===== src/rtl/step_seq_pkg.sv =====
// step_seq_pkg: shared state type, default sizes and width helper for the one-hot step sequencer.
package step_seq_pkg;

   typedef enum logic {ST_IDLE, ST_RUN} state_t;

   localparam int SEL_W_DEF     = 4;
   localparam int NUM_STEPS_DEF = 16;

   function automatic int clog2(input int v);
      int r = 0;
      while ((1 << r) < v) r++;
      return r;
   endfunction

endpackage


===== src/rtl/onehot_step_sequencer_bin_to_onehot.sv =====
// bin_to_onehot: combinational index decode; indices at or above NUM_STEPS yield all zeros.
module bin_to_onehot
   import step_seq_pkg::*;
#(
   parameter int SEL_W     = SEL_W_DEF,
   parameter int NUM_STEPS = NUM_STEPS_DEF
) (
   input  logic [SEL_W-1:0]     idx,
   output logic [NUM_STEPS-1:0] onehot
);

   for (genvar g = 0; g < NUM_STEPS; g++) begin : g_dec
      assign onehot[g] = ({1'b0, idx} == (SEL_W+1)'(g));
   end

endmodule


===== src/rtl/onehot_step_sequencer.sv =====
// onehot_step_sequencer: registered step counter with one-hot decode, start/advance/jump/abort control.
// Optional ONEHOT_STEP_CHECK_EN adds a sticky onehot_err integrity flag.
module onehot_step_sequencer
   import step_seq_pkg::*;
#(
   parameter int SEL_W     = SEL_W_DEF,
   parameter int NUM_STEPS = NUM_STEPS_DEF,
   parameter int WRAP      = 0
) (
   input  logic                 clk,
   input  logic                 clr,
   input  logic                 start,
   input  logic                 advance,
   input  logic                 jump_en,
   input  logic [SEL_W-1:0]     jump_sel,
   input  logic                 abort,
   output logic [NUM_STEPS-1:0] step_out,
   output logic [SEL_W-1:0]     step_idx,
   output logic                 busy,
   output logic                 done,
   output logic                 range_err
`ifdef ONEHOT_STEP_CHECK_EN
   ,
   output logic                 onehot_err
`endif
);

   state_t               state, nxt_state;
   logic [SEL_W-1:0]     nxt_idx;
   logic                 nxt_done, nxt_rerr;
   logic [NUM_STEPS-1:0] dec;
   logic [SEL_W:0]       inc;
   logic                 last, jump_ok;

   // widened compare keeps the increment from aliasing through 2**SEL_W
   assign inc     = {1'b0, step_idx} + 1'b1;
   assign last    = ({1'b0, step_idx} == (SEL_W+1)'(NUM_STEPS - 1));
   assign jump_ok = ({1'b0, jump_sel} < (SEL_W+1)'(NUM_STEPS));

   always_comb begin
      nxt_state = state;
      nxt_idx   = step_idx;
      nxt_done  = 1'b0;
      nxt_rerr  = 1'b0;
      if (state == ST_IDLE) begin
         if (start) begin
            nxt_state = ST_RUN;
            nxt_idx   = '0;
         end
      end else if (abort) begin
         nxt_state = ST_IDLE;
         nxt_idx   = '0;
      end else if (jump_en) begin
         nxt_idx  = jump_ok ? jump_sel : step_idx;
         nxt_rerr = !jump_ok;
      end else if (advance) begin
         nxt_done  = last;
         nxt_idx   = last ? '0 : inc[SEL_W-1:0];
         nxt_state = (last && WRAP == 0) ? ST_IDLE : ST_RUN;
      end
   end

   bin_to_onehot #(.SEL_W(SEL_W), .NUM_STEPS(NUM_STEPS)) u_dec (
      .idx   (nxt_idx),
      .onehot(dec)
   );

   always_ff @(posedge clk) begin
      if (clr) begin
         state     <= ST_IDLE;
         step_out  <= '0;
         step_idx  <= '0;
         busy      <= 1'b0;
         done      <= 1'b0;
         range_err <= 1'b0;
      end else begin
         state     <= nxt_state;
         step_out  <= (nxt_state == ST_RUN) ? dec : '0;
         step_idx  <= nxt_idx;
         busy      <= (nxt_state == ST_RUN);
         done      <= nxt_done;
         range_err <= nxt_rerr;
      end
   end

`ifdef ONEHOT_STEP_CHECK_EN
   always_ff @(posedge clk) begin
      if (clr)
         onehot_err <= 1'b0;
      else if ($countones(step_out) != ((state == ST_RUN) ? 1 : 0))
         onehot_err <= 1'b1;
   end
`endif

endmodule


===== config.mk =====
export PLATFORM = sky130hd
export DESIGN_NAME = onehot_step_sequencer
export DESIGN_NICKNAME = d
export VERILOG_FILES = /design/src/rtl/step_seq_pkg.sv /design/src/rtl/onehot_step_sequencer_bin_to_onehot.sv /design/src/rtl/onehot_step_sequencer.sv
export SDC_FILE = /design/constraint.sdc
export NUM_CORES = 1
export LEC_CHECK = 0
export ABC_AREA = 1
export CAP_MARGIN = 20
export CORE_ASPECT_RATIO = 1.2
export CORE_UTILIZATION = 30
export DETAILED_ROUTE_END_ITERATION = 16
export HOLD_SLACK_MARGIN = 0.06
export PLACE_DENSITY_LB_ADDON = 0.1
export SLEW_MARGIN = 30
export SYNTH_ARGS = -nofsm -noshare
export SYNTH_HDL_FRONTEND = slang
export SYNTH_SLANG_ARGS = --single-unit
export TNS_END_PERCENT = 1

===== constraint.sdc =====
create_clock -name clk -period 1.9 [get_ports clk]
set_clock_uncertainty 0.05 [all_clocks]
set_input_delay 0.38 -clock clk [delete_from_list [all_inputs] [get_ports clk]]
set_output_delay 0.38 -clock clk [all_outputs]
set_load 0.03 [all_outputs]

==> metrics, run 1 <==
status finished, final reports clean; Worst path top cell family by delay buffers and inverters; Worst R2R End step_out[0]$_SDFF_PP0_; post-synthesis cell type count 18; Tmin final 1720 ps; Layout Cells excl Fill 176; critical path launch point type register; final period utilization 0.906; highest-count cells in the layout ignoring fill and taps nor2_1, clkdlybuf4s50_1, nand2_1, dfxtp_1; slowest stage delay, CP 660 ps; Fill cells 258; Max FO, Critical Path 1; Util after Layout 0.486; Syn Nets 118; Post-Syn Instances 107; antenna cells 0; Max H-tree Level 1; CTS sink cnt 22; die height 59.6 um; # IOs 33; P&R area growth vs syn 51.1%; Routed WL 1720 um; total gr overflow 0; max-cap violation count 0; Layout Nets 155; Max clock buf depth 2; register area share after synthesis 0.531; register area 440 sq um; clock root buffer master clkbuf_4; Post-Route Setup TNS 0 ps; Worst Hold Launch state$_SDFF_PP0_; Power Dens Cells 738 nW/um^2; cts bufs inserted 3; Worst setup EP type primary output; Reg clk slew, reported paths 110 ps; syn avg cell area 7.75 sq um; R2R Path Start step_idx[0]$_SDFF_PP0_; critical path, cell by cell clkdlybuf4s50_1; critical path arrival 1290 ps; Routed Antenna Nets 0; drt initial violations 16; Placed Area 1190 sq um; Critical Path Slowest Stage Cell clkdlybuf4s50_1; total leakage power 0.589 nW; DP Cell Count 172; met2 wire len 828 um; Top Metal Used met4; Via density 4.40; First-pass DRT Iterations 4; #FFs+latches synth 22; first-pass GRT wire length 2880 um; Crit Path Class register to primary output; unrepaired setup endpoints after global routing no; fin. max-slew vios 0; hold depth 1; later-pin clock latency in the skew report 300 ps; initial cell density of the core 0.322; die area 2980 sq um; gr usage total 0.130; antenna violations before repair 0; Core ar. 2580 sq um; Post-Syn Area 830 sq um; Worst Path Buf+Inv 1; per-cell routed wire length 9.79 um; Hold EP state$_SDFF_PP0_; share of layout cells above drive strength 1 0.0769; cell row count 20; cts hold-fix bufs 0; finished layout cell area 1250 sq um; reg2reg path depth 6; Routability Congestion 0.843; commonest non-fill, non-tap cell in the layout nor2_1; worst min path class register to register; YS warnings 0; WL met1 740 um; CTS tree built; Final Hold Viols 0; vias 774; port bufs 31; CP Data Required Time 1470 ps; number of remaining DRC errors 0; R2R Setup Slk 190 ps; Hold WS 522 ps; peak supply drop 0.000339 V; met3 routed WL 106 um; Max Freq 0.581 GHz; HPWL Detailed 1370 um; Setup Viol. Count Final 0; largest net degree at the start of global routing 14; Die Width 50.0 um; Multi-input gate area 348 sq um; vias in the first global route 723
-- cell type report --
class	instances	share of cell area
clock inverter	1	0.0240
tap	33	0.0329
sequential	22	0.351
clock buffer	3	0.0180
timing repair buffer	33	0.269
multi-input combinational	75	0.277
inverter	9	0.0269
-- through the flow --
stage / power [mW] / setup slack, ps
CTS: 0.937 / 1.17
global placement: 0.592 / -41.6
floorplan: 0.545 / 289
global route: 0.968 / 72.5
finish: 0.925 / 179
detailed placement: 0.592 / -17.7
-- sequential cells by signal (all words and copies together) (netlist names) --
register and count:
step_out 16, step_idx 4, state 1, done 1
-- synthesized netlist by cell type --
| cell | instances | area, sq um |
|---|---|---|
| nor2_1 | 27 | 101 |
| nand2_1 | 23 | 86.3 |
| dfxtp_1 | 22 | 440 |
| inv_1 | 8 | 30.0 |
| nand3_1 | 8 | 40.0 |
| a21oi_1 | 4 | 20.0 |
| o21ai_0 | 3 | 15.0 |
| or2_4 | 2 | 17.5 |
| a21oi_4 | 1 | 16.3 |
| a22oi_1 | 1 | 7.51 |
| buf_4 | 1 | 7.51 |
| conb_1 | 1 | 3.75 |
| ha_1 | 1 | 12.5 |
| inv_2 | 1 | 3.75 |
| nor3_1 | 1 | 5.00 |
| o211ai_1 | 1 | 7.51 |
| or2_2 | 1 | 6.26 |
| xor2_1 | 1 | 8.76 |
-- worst max-delay path by stage --
stage | slack, ps | startpoint | end | cells after the start
finish | 180 | step_out[12]$_SDFF_PP0_ | step_out[12] | 1
global route | 70 | step_idx[0]$_SDFF_PP0_ | step_out[0]$_SDFF_PP0_ | 6
CTS | 1 | step_idx[0]$_SDFF_PP0_ | step_idx[0] | 1
detailed placement | -20 | jump_en | step_out[0]$_SDFF_PP0_ | 7
global placement | -40 | advance | step_out[0]$_SDFF_PP0_ | 7
floorplan | 290 | step_idx[0]$_SDFF_PP0_ | step_out[12]$_SDFF_PP0_ | 10
-- power breakdown --
part           internal (mW)  total (mW)  switching, mW
registers              0.468       0.475        0.00672
clock network          0.213       0.344          0.131
logic                 0.0477       0.106         0.0583
-- logic make-up after synthesis --
kind of cell | share of synthesized area
AO/OA/AOI/OAI | 0.0799
other | 0.00452
flip-flops | 0.531
AND/OR/NAND/NOR | 0.309
adder cells (fa/ha/maj) | 0.0151
buffers and inverters | 0.0498
XOR/XNOR | 0.0106
-- layer usage --
layer	up-vias	GRT usage
met5	-	0
met4	0	0.102
met3	4	0.0256
met2	31	0.213
met1	335	0.146
li1	404	-
-- timing repair --
action,in CTS,in global routing
hold endpoints to repair,0,0
endpoints found under the setup margin,0,5
setup buffers,0,0
resized for setup,0,5
Note: power is estimated with default switching activity, not from simulation.
==> run 2, diff against run 1 <==
- SKIP_LAST_GASP: not set -> 1
==> metrics, run 2 (synthesis results as in run 1) <==
slowest stage delay, CP 710 ps; first-pass GRT wire length 2880 um; R2R Setup Slk 200 ps; P&R area growth vs syn 49.9%; critical path arrival 1460 ps; Hold EP step_idx[0]$_SDFF_PP0_; Crit Path Class register to primary output; die height 59.6 um; commonest non-fill, non-tap cell in the layout clkdlybuf4s50_1; Max H-tree Level 1; gr usage total 0.130; Multi-input gate area 348 sq um; Critical Path Slowest Stage Cell clkdlybuf4s50_1; max FFs per register 16; register area 440 sq um; highest-count cells in the layout ignoring fill and taps clkdlybuf4s50_1, nor2_1, nand2_1, dfxtp_1; Routability Congestion 0.843; Worst Hold Launch step_idx[0]$_SDFF_PP0_; port bufs 31; die area 2980 sq um; Layout Cells excl Fill 176; GR Util met1 0.146; final period utilization 0.994; status finished, final reports clean; Layout Nets 155; Worst path top cell family by delay buffers and inverters; Worst Path Buf+Inv 1; largest net degree at the start of global routing 14; Crit path depth 1; CTS tree built; Worst setup EP type primary output; antenna cells 0; cts bufs inserted 3; CTS sink cnt 22; Tmin final 1890 ps; DP Cell Count 172; post-CTS resize count 0; critical path, cell by cell clkdlybuf4s50_1; Setup Viol. Count Final 0; cts hold-fix bufs 0; cell row count 20; Die Width 50.0 um; Worst R2R End step_out[0]$_SDFF_PP0_; worst min path class register to register; total leakage power 0.521 nW; share of layout cells above drive strength 1 0.0769; First-pass DRT Iterations 4; antenna violations before repair 0; fin. max-slew vios 0; Routed Antenna Nets 0; clock root buffer master clkbuf_4; Top reg by flops step_out; max-cap violation count 0; finished layout cell area 1240 sq um; CP Data Required Time 1470 ps; Placed Area 1190 sq um; Max clock buf depth 2; Hold WS 520 ps; HPWL Detailed 1370 um; # IOs 33; reg2reg path depth 6; peak supply drop 0.000339 V; total gr overflow 0; vias 772; Final Hold Viols 0; later-pin clock latency in the skew report 300 ps; vias in the first global route 723; Power Dens Cells 744 nW/um^2; drt initial violations 16; GRT met2 Usage 0.213; busiest grt layer met2; met3 GRT Util 0.0256; Max FO, Critical Path 5; R2R Path Start step_idx[0]$_SDFF_PP0_; postcts setup bufs 0; hold depth 2; unrepaired setup endpoints after global routing yes; Max Freq 0.529 GHz; Top Registers step_out: 16 flops, step_idx: 4 flops; Via density 4.39; Reg clk slew, reported paths 110 ps; Routed WL 1730 um; Util after Layout 0.483; Core ar. 2580 sq um; number of remaining DRC errors 0; Fill cells 259; critical path launch point type register; per-cell routed wire length 9.82 um; initial cell density of the core 0.322
[run 2: cell count changes in the layout (fill, tap and decap cells not counted), sizes merged]
cell           previous run  this run
dlymetal6s2s              5         1
clkdlybuf4s50            26        30
[run 2: power by group]
| group | internal [mW] | leakage (nW) | switching [mW] | total, mW |
|---|---|---|---|---|
| registers | 0.468 | 0.178 | 0.00683 | 0.475 |
| clock network | 0.213 | 0.0279 | 0.131 | 0.344 |
| logic | 0.0481 | 0.315 | 0.0584 | 0.107 |
| total | 0.730 | 0.521 | 0.196 | 0.926 |
[run 2: layout make-up]
cell class,instances,area share
clock buffers,3,0.0181
clock inverters,1,0.0241
inverters,9,0.0272
multi-input cells,75,0.280
flip-flops and latches,22,0.354
well taps,33,0.0332
repair buffers,33,0.264
[run 2: layer usage]
| metal | vias up | part of all wire | wire [um] |
|---|---|---|---|
| met5 | - | 0 | 0 |
| met4 | 0 | 0.027 | 46 |
| met3 | 4 | 0.051 | 88 |
| met2 | 27 | 0.48 | 832 |
| met1 | 337 | 0.44 | 762 |
| li1 | 404 | - | - |
[run 2: worst max path at each step]
| stage | startpoint | end | slack [ps] |
|---|---|---|---|
| after global routing | step_idx[1]$_SDFF_PP0_ | step_idx[1] | -50 |
| after global placement | advance | step_out[0]$_SDFF_PP0_ | -40 |
| after CTS | step_idx[0]$_SDFF_PP0_ | step_idx[0] | 1 |
| final | step_idx[2]$_SDFF_PP0_ | step_idx[2] | 10 |
| after floorplan | step_idx[0]$_SDFF_PP0_ | step_out[12]$_SDFF_PP0_ | 290 |
| after detailed placement | jump_en | step_out[0]$_SDFF_PP0_ | -20 |
[run 2: stage by stage]
step | TNS [ps] | setup slack, ps | total power [mW]
floorplan | 0 | 289 | 0.545
global placement | -79.6 | -41.6 | 0.592
detailed placement | -44.8 | -17.7 | 0.592
CTS | 0 | 1.17 | 0.937
global route | -165 | -53.1 | 0.969
finish | 0 | 11.0 | 0.926
==> run 3, diff against run 2 <==
- CELL_PAD_IN_SITES_DETAIL_PLACEMENT: not set -> 0
- CELL_PAD_IN_SITES_GLOBAL_PLACEMENT: not set -> 1
- CORE_UTILIZATION: 30 -> 29
==> metrics, run 3 (synthesis results as in run 1) <==
total leakage power 0.517 nW; slowest stage delay, CP 710 ps; Max Freq 0.531 GHz; # IOs 33; Reg clk slew, reported paths 120 ps; post-CTS resize count 1; largest net degree at the start of global routing 13; highest-count cells in the layout ignoring fill and taps clkdlybuf4s50_1, nor2_1, nand2_1, dfxtp_1; Top Registers step_out: 16 flops, step_idx: 4 flops; worst min path class register to register; postcts setup bufs 0; drt initial violations 11; Max FO, Critical Path 5; critical path launch point type register; Via density 4.33; port bufs 31; total gr overflow 0; max FFs per register 16; Final Total Pwr 833 uW; min setup slack post-route 16.6 ps; Placed Area 1190 sq um; final period utilization 0.991; number of remaining DRC errors 0; Crit Path Class register to primary output; CP Data Required Time 1470 ps; finished layout cell area 1230 sq um; vias 762; Layout Nets 155; Routed Antenna Nets 0; Max H-tree Level 1; first-pass GRT wire length 3130 um; Routed WL 1890 um; critical path, cell by cell clkdlybuf4s50_1; Worst setup EP type primary output; unrepaired setup endpoints after global routing yes; vias in the first global route 734; commonest non-fill, non-tap cell in the layout clkdlybuf4s50_1; P&R area growth vs syn 47.8%; Die Width 50.8 um; Critical Path Slowest Stage Cell clkdlybuf4s50_1; Core ar. 2630 sq um; DP Worst Slack -16.9 ps; share of layout cells above drive strength 1 0.0769; Final Hold Viols 0; cts bufs inserted 3; Max clock buf depth 2; Worst path top cell family by delay buffers and inverters; Layout Cells excl Fill 176; DP Cell Count 172; die area 3080 sq um; antenna cells 0; Tmin final 1880 ps; max-cap violation count 0; Worst Path Buf+Inv 1; critical path arrival 1450 ps; Util after Layout 0.467; per-cell routed wire length 10.8 um; Power Dens Cells 680 nW/um^2; HPWL Detailed 1550 um; cell row count 20; die height 60.6 um; Top reg by flops step_out; peak supply drop 0.000383 V; CTS sink cnt 22; Routability Congestion 0.787; cts hold-fix bufs 0; initial cell density of the core 0.316; antenna violations before repair 0; gr usage total 0.140; clock root buffer master clkbuf_4; First-pass DRT Iterations 4; status finished, final reports clean; CTS tree built; fin. max-slew vios 0; Setup Viol. Count Final 0; later-pin clock latency in the skew report 300 ps
[run 3: changes by cell type in the layout (fill, tap and decap cells not counted)]
cell / change
bufinv_16: -1
clkbuf_8: +1
clkdlybuf4s50_1: -1
dlygate4sd2_1: +1
[run 3: worst paths after layout]
check	slack, ps	start	cells after the start	endpoint
worst min-delay path	500	step_idx[0]$_SDFF_PP0_	2	step_idx[0]$_SDFF_PP0_
worst max register to register	260	step_idx[1]$_SDFF_PP0_	6	step_out[5]$_SDFF_PP0_
worst max-delay path	20	step_idx[1]$_SDFF_PP0_	1	step_idx[1]
worst min register to register	500	step_idx[0]$_SDFF_PP0_	2	step_idx[0]$_SDFF_PP0_
[run 3: layout make-up]
class                      instances  area [sq um]
multi-input combinational         75           348
sequential                        22           440
tap                               33          41.3
inverter                           9          33.8
timing repair buffer              33           327
fill                             276          1400
clock buffer                       4          36.3
[run 3: report_power, final]
part,internal (mW),switching (mW),leakage (nW)
registers,0.468,0.00679,0.178
logic,0.0470,0.0585,0.318
clock network,0.117,0.136,0.0210
[run 3: through the flow]
| step | setup TNS (ps) | hold slack [ps] |
|---|---|---|
| 5_1_grt | -59.6 | 527 |
| 4_1_cts | 0 | 505 |
| 3_3_place_gp | -119 | 486 |
| 2_1_floorplan | 0 | 399 |
| 6_report | 0 | 499 |
| 3_5_place_dp | -130 | 485 |
[run 3: layer usage]
metal,GRT usage,share of wire,up-vias
li1,-,-,404
met1,0.140,0.41,333
met2,0.290,0.53,21
met3,0.0150,0.040,4
met4,0.0595,0.014,0
met5,0,0,-
